## config.mk

```make
export PLATFORM = sky130hd
export DESIGN_NAME = div_by_five
export DESIGN_NICKNAME = d
export VERILOG_FILES = /design/src/rtl/div_by_five.sv
export SDC_FILE = /design/constraint.sdc
export NUM_CORES = 1
export LEC_CHECK = 0
export CAP_MARGIN = 20
export CELL_PAD_IN_SITES_DETAIL_PLACEMENT = 0
export CELL_PAD_IN_SITES_GLOBAL_PLACEMENT = 2
export CORE_UTILIZATION = 27
export DETAILED_ROUTE_END_ITERATION = 8
export PLACE_DENSITY = 0.85
export SLEW_MARGIN = 20
export SYNTH_ARGS = -nofsm -noshare
export SYNTH_HDL_FRONTEND = slang
export SYNTH_SLANG_ARGS = --single-unit
```

## constraint.sdc

```tcl
create_clock -name clk -period 2.05 [get_ports clk]
set_clock_uncertainty 0.15 [all_clocks]
set_input_delay 0.615 -clock clk [delete_from_list [all_inputs] [get_ports clk]]
set_output_delay 0.615 -clock clk [all_outputs]
set_load 0.03 [all_outputs]
```

## src/rtl/div_by_five.sv

```systemverilog
`default_nettype none
// ============================================================================
//  Module      : div_by_five
//  Description : Serial divisibility-by-5 detector. Accepts one bit per
//                valid-qualified clock, MSB first, tracks the running value
//                modulo 5 and flags when the accumulated number is a
//                multiple of 5. Also exposes the remainder and a saturating
//                accepted-bit count.
//  Revision    : 1.0 - initial release
// ============================================================================
module div_by_five #(
    parameter int CNT_W = 8
) (
    input  logic             clk,
    input  logic             rstn,       // synchronous, active-high despite the name
    input  logic             din,
    input  logic             din_valid,
    output logic             div_by_5,
    output logic [2:0]       remainder,
    output logic [CNT_W-1:0] bit_count
);

    // Remainder states; the encoding equals the remainder value so the
    // state register drives the remainder output directly.
    typedef enum logic [2:0] {
        c_r0 = 3'd0,
        c_r1 = 3'd1,
        c_r2 = 3'd2,
        c_r3 = 3'd3,
        c_r4 = 3'd4
    } state_t;

    localparam logic [CNT_W-1:0] C_CNT_MAX = {CNT_W{1'b1}};
    localparam logic [CNT_W-1:0] C_CNT_ONE = {{(CNT_W-1){1'b0}}, 1'b1};

    state_t           r_state;
    state_t           w_state_nxt;
    logic             r_started;
    logic             w_started_nxt;
    logic [CNT_W-1:0] r_bit_count;
    logic [CNT_W-1:0] w_bit_count_nxt;
    logic             r_div_by_5;
    logic             w_div_by_5_nxt;

    // Next-state logic: shift in one bit, r' = (2r + din) mod 5.
    always_comb begin
        w_state_nxt     = r_state;
        w_started_nxt   = r_started;
        w_bit_count_nxt = r_bit_count;

        case (r_state)
            c_r0, c_r1, c_r2, c_r3, c_r4: begin
                if (din_valid) begin
                    w_started_nxt = 1'b1;
                    if (r_bit_count != C_CNT_MAX) begin
                        w_bit_count_nxt = r_bit_count + C_CNT_ONE;
                    end
                    case (r_state)
                        c_r0:    w_state_nxt = din ? c_r1 : c_r0;
                        c_r1:    w_state_nxt = din ? c_r3 : c_r2;
                        c_r2:    w_state_nxt = din ? c_r0 : c_r4;
                        c_r3:    w_state_nxt = din ? c_r2 : c_r1;
                        c_r4:    w_state_nxt = din ? c_r4 : c_r3;
                        default: w_state_nxt = c_r0;
                    endcase
                end
            end
            default: begin
                // Corrupted encoding: fall back to R0 and withhold the
                // divisible flag until a fresh bit is accepted.
                w_state_nxt   = c_r0;
                w_started_nxt = 1'b0;
            end
        endcase

        w_div_by_5_nxt = w_started_nxt && (w_state_nxt == c_r0);
    end

    // State, flag and counter registers; reset wins over an incoming bit.
    always_ff @(posedge clk) begin
        if (rstn) begin
            r_state     <= c_r0;
            r_started   <= 1'b0;
            r_bit_count <= '0;
            r_div_by_5  <= 1'b0;
        end else begin
            r_state     <= w_state_nxt;
            r_started   <= w_started_nxt;
            r_bit_count <= w_bit_count_nxt;
            r_div_by_5  <= w_div_by_5_nxt;
        end
    end

    assign div_by_5  = r_div_by_5;
    assign remainder = r_state;
    assign bit_count = r_bit_count;

endmodule
`default_nettype wire

```

==> summary.md, run 1 <==
| Metric | Value |
|---|---|
| Final worst path period need | `1980 ps` |
| Clock-pin transition on the worst setup and hold timing paths | `90 ps` |
| Synth unique cells | `32` |
| Status | `complete, no violations` |
| Setup Crit Path Kind | `input port to register` |
| Max Cap Violations | `0` |
| CP endpoint kind | `register` |
| Yosys warning total | `0` |
| Chip Height | `about 52 um` |
| Critical Path, Cell by Cell | `clkdlybuf4s50_1, and3_1, nand4_2, or4b_1, o211a_1` |
| Setup violators final | `0` |
| Avg Cell Area, Syn | `~8.5 um^2` |
| Net Sw Frac | `roughly 28%` |
| IO Pins | `16` |
| Initial antenna violation count | `0` |
| Seq/Total Area, Yosys | `a little under 40%` |
| Arr. time, crit path | `2010 ps` |
| Fillers | `241` |
| Clk pwr share | `31.9%` |
| Worst path slowest cell | `or4b_1` |
| Pleak | `between 0.4 and 0.5 nW` |
| Clock latency at the later pin of the worst-skew pair | `280 ps` |
| Dpl hpwl | `between 1 and 1.5 mm` |
| # port buffers | `15` |
| Most frequent cells in the layout | `dfxtp_1 (13), buf_4 (12), dlygate4sd2_1 (10)` |
| Hold Vio Cnt, Final | `0` |
| Max frequency | `504 MHz` |
| Seq pwr share | `around half` |
| Worst-Margin Slew | `318 ps` |
| Tcrit/Tclk final | `96.7%` |
| Pwr per Cell Area | `between 500 and 600 nW/um^2` |
| Post-DR vias/cell | `around 5.1` |
| Largest net degree at the start of global routing | `12` |
| Core area | `~2300 um^2` |
| Hold Path Class | `register to register` |
| Most common cell after layout, fill and taps aside | `dfxtp_1` |
| Clock sinks | `13` |
| Hold_buf cts | `0` |
| Delay-heaviest family, CP | `simple AND/OR/NAND/NOR gates` |
| Root Driver | `clkbuf_4` |
| VDD IR-drop max | `316 uV` |
| Placer congestion estimate | `between 0.7 and 0.8` |
| Max_slew headroom | `78.8%` |
| Inst Count DP | `around 130` |
| Iteration-0 DRC Markers | `11` |
| Gr usage total | `13.4%` |
| CTS tree | `yes` |
| Pins Over Slew Limit | `0` |
| Pint | `around 0.37 mW` |
| Residual DRC count | `0` |
| Proportion of layout cells with a drive suffix above 1 | `15.9%` |
| Diode count | `0` |
| Pre-Repair DR Iteration Count | `2` |
| FP Rows | `17` |
| Layout Utilization | `41.8%` |
| Combinational share of power | `16.7%` |
| Vias in the first global route | `596` |
| Antenna-violating nets left | `0` |
| Htree depth | `1` |
| Critical Path RT | `2080 ps` |
| Gr ovfl total | `0` |
| Largest stage delay, worst path | `480 ps` |
| Top FF cell, synth | `dfxtp_1` |
| Routed len/inst | `roughly 12 um` |
| Final WL | `1.58 mm` |
| P&R area growth vs syn | `43.1%` |
| Crit path max fanout | `2` |
| Post-synth EDFFs | `0` |
| WP buf/inv | `1` |
| Worst setup SP type | `input port` |
| Switching Power | `0.143 mW` |
| DR vias | `692` |
| RSZ-0062 raised after global routing | `false` |
| Initial Utilization | `29.2%` |
| Die area | `between 2000 and 3000 um^2` |
| Layout Cells excl Fill | `135` |
| Synthesized Nets | `83` |
| FF+latch count, synth | `13` |
| First-pass GRT wire length | `2.63 mm` |
| Mapped Area | `664 um^2` |
| Setup bufs post-CTS | `0` |
| FFs w/ async S/R, synth | `0%` |
| Clk buf depth | `2` |
| Total CTS buffers | `3` |
| Gate Count Post-Synth | `between 70 and 80` |
| Layout net count | `113` |
| Die W | `51.6 um` |
## state kept, by name (all words and copies together), names as in the netlist
name,count
remainder,3
div_by_5,1
r_started,1
bit_count,8
## worst reg2reg max path, stage by stage (launching register included)
cell,delay (ps)
dfxtp_1,320
buf_4,160
o21ai_4,230
nand4_2,130
or4b_1,480
o211a_1,130
## per-stage QoR
stage / area (um^2) / hold slack [ps] / setup TNS [ps] / setup WS [ps] / power [mW]
after floorplan: 664 / 305 / 0 / 257 / 0.321
after global placement: 932 / 321 / -195 / -195 / 0.364
after detailed placement: 932 / 330 / -303 / -227 / 0.363
after CTS: 946 / 347 / 0 / 5.18 / 0.521
after global routing: 951 / 370 / 0 / 15.8 / 0.546
final: 951 / 340 / 0 / 67.6 / 0.517
## per-layer routing
| metal | up-vias | GRT usage, % | routed length [um] |
|---|---|---|---|
| li1 | 344 | - | - |
| met1 | 330 | 17.9 | 785 |
| met2 | 12 | 18.4 | 671 |
| met3 | 6 | 2.63 | 73 |
| met4 | 0 | 10.4 | 49 |
| met5 | - | 0 | 0 |
## cells in the mapped netlist, types with 2 or more instances
| cell type | instances | area, um^2 |
|---|---|---|
| o211a_1 | 2 | 20.0 |
| o211ai_1 | 2 | 15.0 |
| nand4_1 | 3 | 18.8 |
| inv_1 | 7 | 26.3 |
| nand3_1 | 4 | 20.0 |
| nor2_1 | 8 | 30.0 |
| nor3_1 | 2 | 10.0 |
| nand2b_1 | 3 | 18.8 |
| a21oi_1 | 5 | 25.0 |
| dfxtp_1 | 13 | 260 |
| o21ai_0 | 4 | 20.0 |
| and3_1 | 2 | 12.5 |
| clkbuf_1 | 2 | 7.51 |
| o41ai_1 | 2 | 17.5 |
| mux2i_1 | 2 | 20.0 |
## path summary, 6_finish.rpt
kind / from / to / slack (ps) / depth (start not counted)
worst min-delay path: r_started / r_started / 340 / 1
worst min register to register: r_started / r_started / 340 / 1
worst max-delay path: din_valid / bit_count[7] / 70 / 5
worst max register to register: remainder[1] / bit_count[7] / 350 / 5
## timing repair
action,in CTS,in global routing
gates resized for setup,10,2
endpoints found under the setup margin,10,2
hold endpoints to repair,0,0
## final cells by class
class | instances | area [um^2] | area share, %
well taps | 28 | 35.0 | 3.68
flip-flops and latches | 13 | 260 | 27.4
multi-input cells | 56 | 370 | 38.9
clock buffers | 4 | 26.3 | 2.76
repair buffers | 27 | 233 | 24.5
inverters | 7 | 26.3 | 2.76
## power groups by stage
| stage | combinational (mW) | sequential, mW | clock, mW |
|---|---|---|---|
| floorplan | 0.0281 | 0.293 | 0 |
| global placement | 0.0919 | 0.272 | 0 |
| detailed placement | 0.0914 | 0.272 | 0 |
| CTS | 0.0874 | 0.266 | 0.168 |
| global route | 0.0944 | 0.267 | 0.184 |
| finish | 0.0864 | 0.266 | 0.165 |
## cells by family (layout without fill, tap and decap cells)
logic type	after synthesis	count (layout)	share of synthesized area, %
muxes	2	2	3.01
and+or+nand+nor	31	31	26.9
adders and majority gates	1	1	1.88
xor gates and xnor gates	2	2	2.64
DFF	13	13	39.2
buffers and inverters	9	38	5.09
AOI/OAI and AO/OA	20	20	21.3
No activity file was read; power rests on OpenSTA's default activity.
==> run 2: changes to the inputs <==
- CORE_UTILIZATION: 27 -> 34
- DONT_BUFFER_PORTS: unset -> 1
- PLACE_DENSITY: 0.85 -> 0.84
==> run 2 against run 1 <==
Wire length decreased by 7.3%. Flip-flop and latch count unchanged. Sequential share of layout area increased by 5.0 points. Sequential power increased by 3%. Utilization increased by 3.3 points. Non-clock buffer count decreased by 15. Global-route usage increased by 3.4 points. Register-to-register slack got worse by 50 ps. Final cell count decreased by 13%. Setup slack improved by 230 ps. First-iteration DRC count increased by 27%. Critical endpoint unchanged.
==> summary.md, run 2 (same netlist as run 1, synthesis figures left out) <==
| Metric | Value |
|---|---|
| Status | `complete, no violations` |
| Vias in the first global route | `546` |
| Hold_buf cts | `0` |
| Initial Utilization | `37.3%` |
| Most frequent cells in the layout | `dfxtp_1 (13), buf_4 (12), nor2_1 (8)` |
| Final WL | `1.46 mm` |
| Fillers | `194` |
| Max_slew headroom | `71.2%` |
| Max frequency | `570 MHz` |
| Clk buf depth | `2` |
| Largest stage delay, worst path | `480 ps` |
| Setup violators final | `0` |
| Worst setup SP type | `register` |
| P&R area growth vs syn | `21.1%` |
| Combinational share of power | `between 10% and 20%` |
| Net Sw Frac | `a little over a quarter` |
| Setup Crit Path Kind | `register to register` |
| Pre-Repair DR Iteration Count | `6` |
| Switching Power | `0.127 mW` |
| WHS Endpoint | `remainder[1]` |
| DR vias | `~620` |
| Crit path max fanout | `6` |
| Setup bufs post-CTS | `0` |
| Hold Vio Cnt, Final | `0` |
| R2R cell count | `4` |
| Iteration-0 DRC Markers | `14` |
| Critical Path, Cell by Cell | `o21ai_4, nand4_2, or4b_1, o211a_1` |
| Final worst path period need | `~1800 ps` |
| Pleak | `0.323 nW` |
| Tcrit/Tclk final | `85.6%` |
| Clock sinks | `13` |
| Number of flip-flops under the largest register name | `8` |
| First-pass GRT wire length | `2.52 mm` |
| Routed len/inst | `12.5 um` |
| Htree depth | `1` |
| Antenna-violating nets left | `0` |
| CTS tree | `yes` |
| Arr. time, crit path | `1780 ps` |
| Clk pwr share | `32.5%` |
| Die W | `roughly 46 um` |
| Total CTS buffers | `3` |
| Hold Path Class | `input port to register` |
| Delay-heaviest family, CP | `simple AND/OR/NAND/NOR gates` |
| VDD IR-drop max | `350 uV` |
| IO Pins | `16` |
| R2R setup slack | `300 ps` |
| Initial antenna violation count | `0` |
| CTS resizes | `0` |
| Residual DRC count | `0` |
| Min-delay src | `rstn` |
| Seq pwr share | `56.5%` |
| Dpl hpwl | `1.10 mm` |
| Proportion of layout cells with a drive suffix above 1 | `18.5%` |
| Reg-to-Reg Start | `remainder[1]` |
| Largest net degree at the start of global routing | `13` |
| Most common cell after layout, fill and taps aside | `dfxtp_1` |
| Die area | `2130 um^2` |
| RSZ-0062 raised after global routing | `false` |
| Gr ovfl total | `0` |
| Max Cap Violations | `0` |
| Gr usage total | `between 10% and 20%` |
| Setup_tns | `0 ps` |
| Clock latency at the later pin of the worst-skew pair | `280 ps` |
| Core area | `1780 um^2` |
| Pint | `roughly 0.36 mW` |
| Clock-pin transition on the worst setup and hold timing paths | `80 ps` |
| # port buffers | `0` |
| FP Rows | `15` |
| Hold Crit Depth | `1` |
| Root Driver | `clkbuf_4` |
| Pre-CTS WS | `220 ps` |
| Pwr per Cell Area | `603 nW/um^2` |
| CP endpoint kind | `register` |
| Post-route setup slack | `296 ps` |
| Layout net count | `98` |
| Post-DR vias/cell | `5.31` |
| Worst path slowest cell | `or4b_1` |
| Pins Over Slew Limit | `0` |
| Diode count | `0` |
| Placer congestion estimate | `0.835` |
| Chip Height | `46.2 um` |
| Critical Path RT | `about 2100 ps` |
| Worst-Margin Slew | `432 ps` |
| WP buf/inv | `0` |
| Reg2reg end | `bit_count[7]` |
==> run 2: changes by cell type in the layout (fill, tap and decap cells not counted) <==
cell / change
clkdlybuf4s50_1: -3
dlygate4sd2_1: -10
dlymetal6s2s_1: -2
==> run 2: worst max-delay path by stage <==
stage | startpoint | to | slack [ps] | cells past startpoint
5_1_grt | remainder[1] | bit_count[7] | 230 | 4
6_report | remainder[1] | bit_count[7] | 300 | 4
3_5_place_dp | din_valid | bit_count[7] | 220 | 4
2_1_floorplan | bit_count[2] | bit_count[7] | 260 | 4
3_3_place_gp | din_valid | bit_count[7] | 260 | 4
4_1_cts | remainder[1] | bit_count[7] | 290 | 4
==> run 2: layer usage <==
layer	vias to the layer above	global-route usage, %	share of wire [%]
li1	314	-	-
met1	285	21.3	49
met2	18	24.2	43
met3	4	7.45	7.2
met4	0	7.06	1.4
met5	-	0	0
==> run 2: final cells by class <==
type	count	area [um^2]	area share (%)
Multi-Input combinational cell	56	370	46.0
Timing Repair Buffer	12	90.1	11.2
Sequential cell	13	260	32.3
Clock buffer	4	26.3	3.27
Inverter	7	26.3	3.27
Tap cell	25	31.3	3.89
==> run 2: stage by stage <==
step | instances | hold WS, ps | utilization (%) | cell area [um^2] | power (mW)
after floorplan | 78 | 305 | - | 664 | 0.321
after global placement | 113 | 322 | 43.6 | 778 | 0.333
after detailed placement | 113 | 329 | 43.6 | 778 | 0.333
after CTS | 117 | 232 | 45.1 | 805 | 0.496
after global routing | 117 | 227 | 45.1 | 805 | 0.515
final | 117 | 247 | 45.1 | 805 | 0.485
==> run 2: power groups by stage <==
stage | clock network [mW] | logic [mW] | registers [mW]
after floorplan | 0 | 0.0281 | 0.293
after detailed placement | 0 | 0.0532 | 0.280
final | 0.158 | 0.0536 | 0.274
after global routing | 0.180 | 0.0594 | 0.276
after global placement | 0 | 0.0525 | 0.280
after CTS | 0.168 | 0.0536 | 0.274
==> run 3: changes to the inputs <==
- SLEW_MARGIN: 20 -> unset
==> results of run 3 <==
Final layout, timing and power as in run 2 (identical DEF).
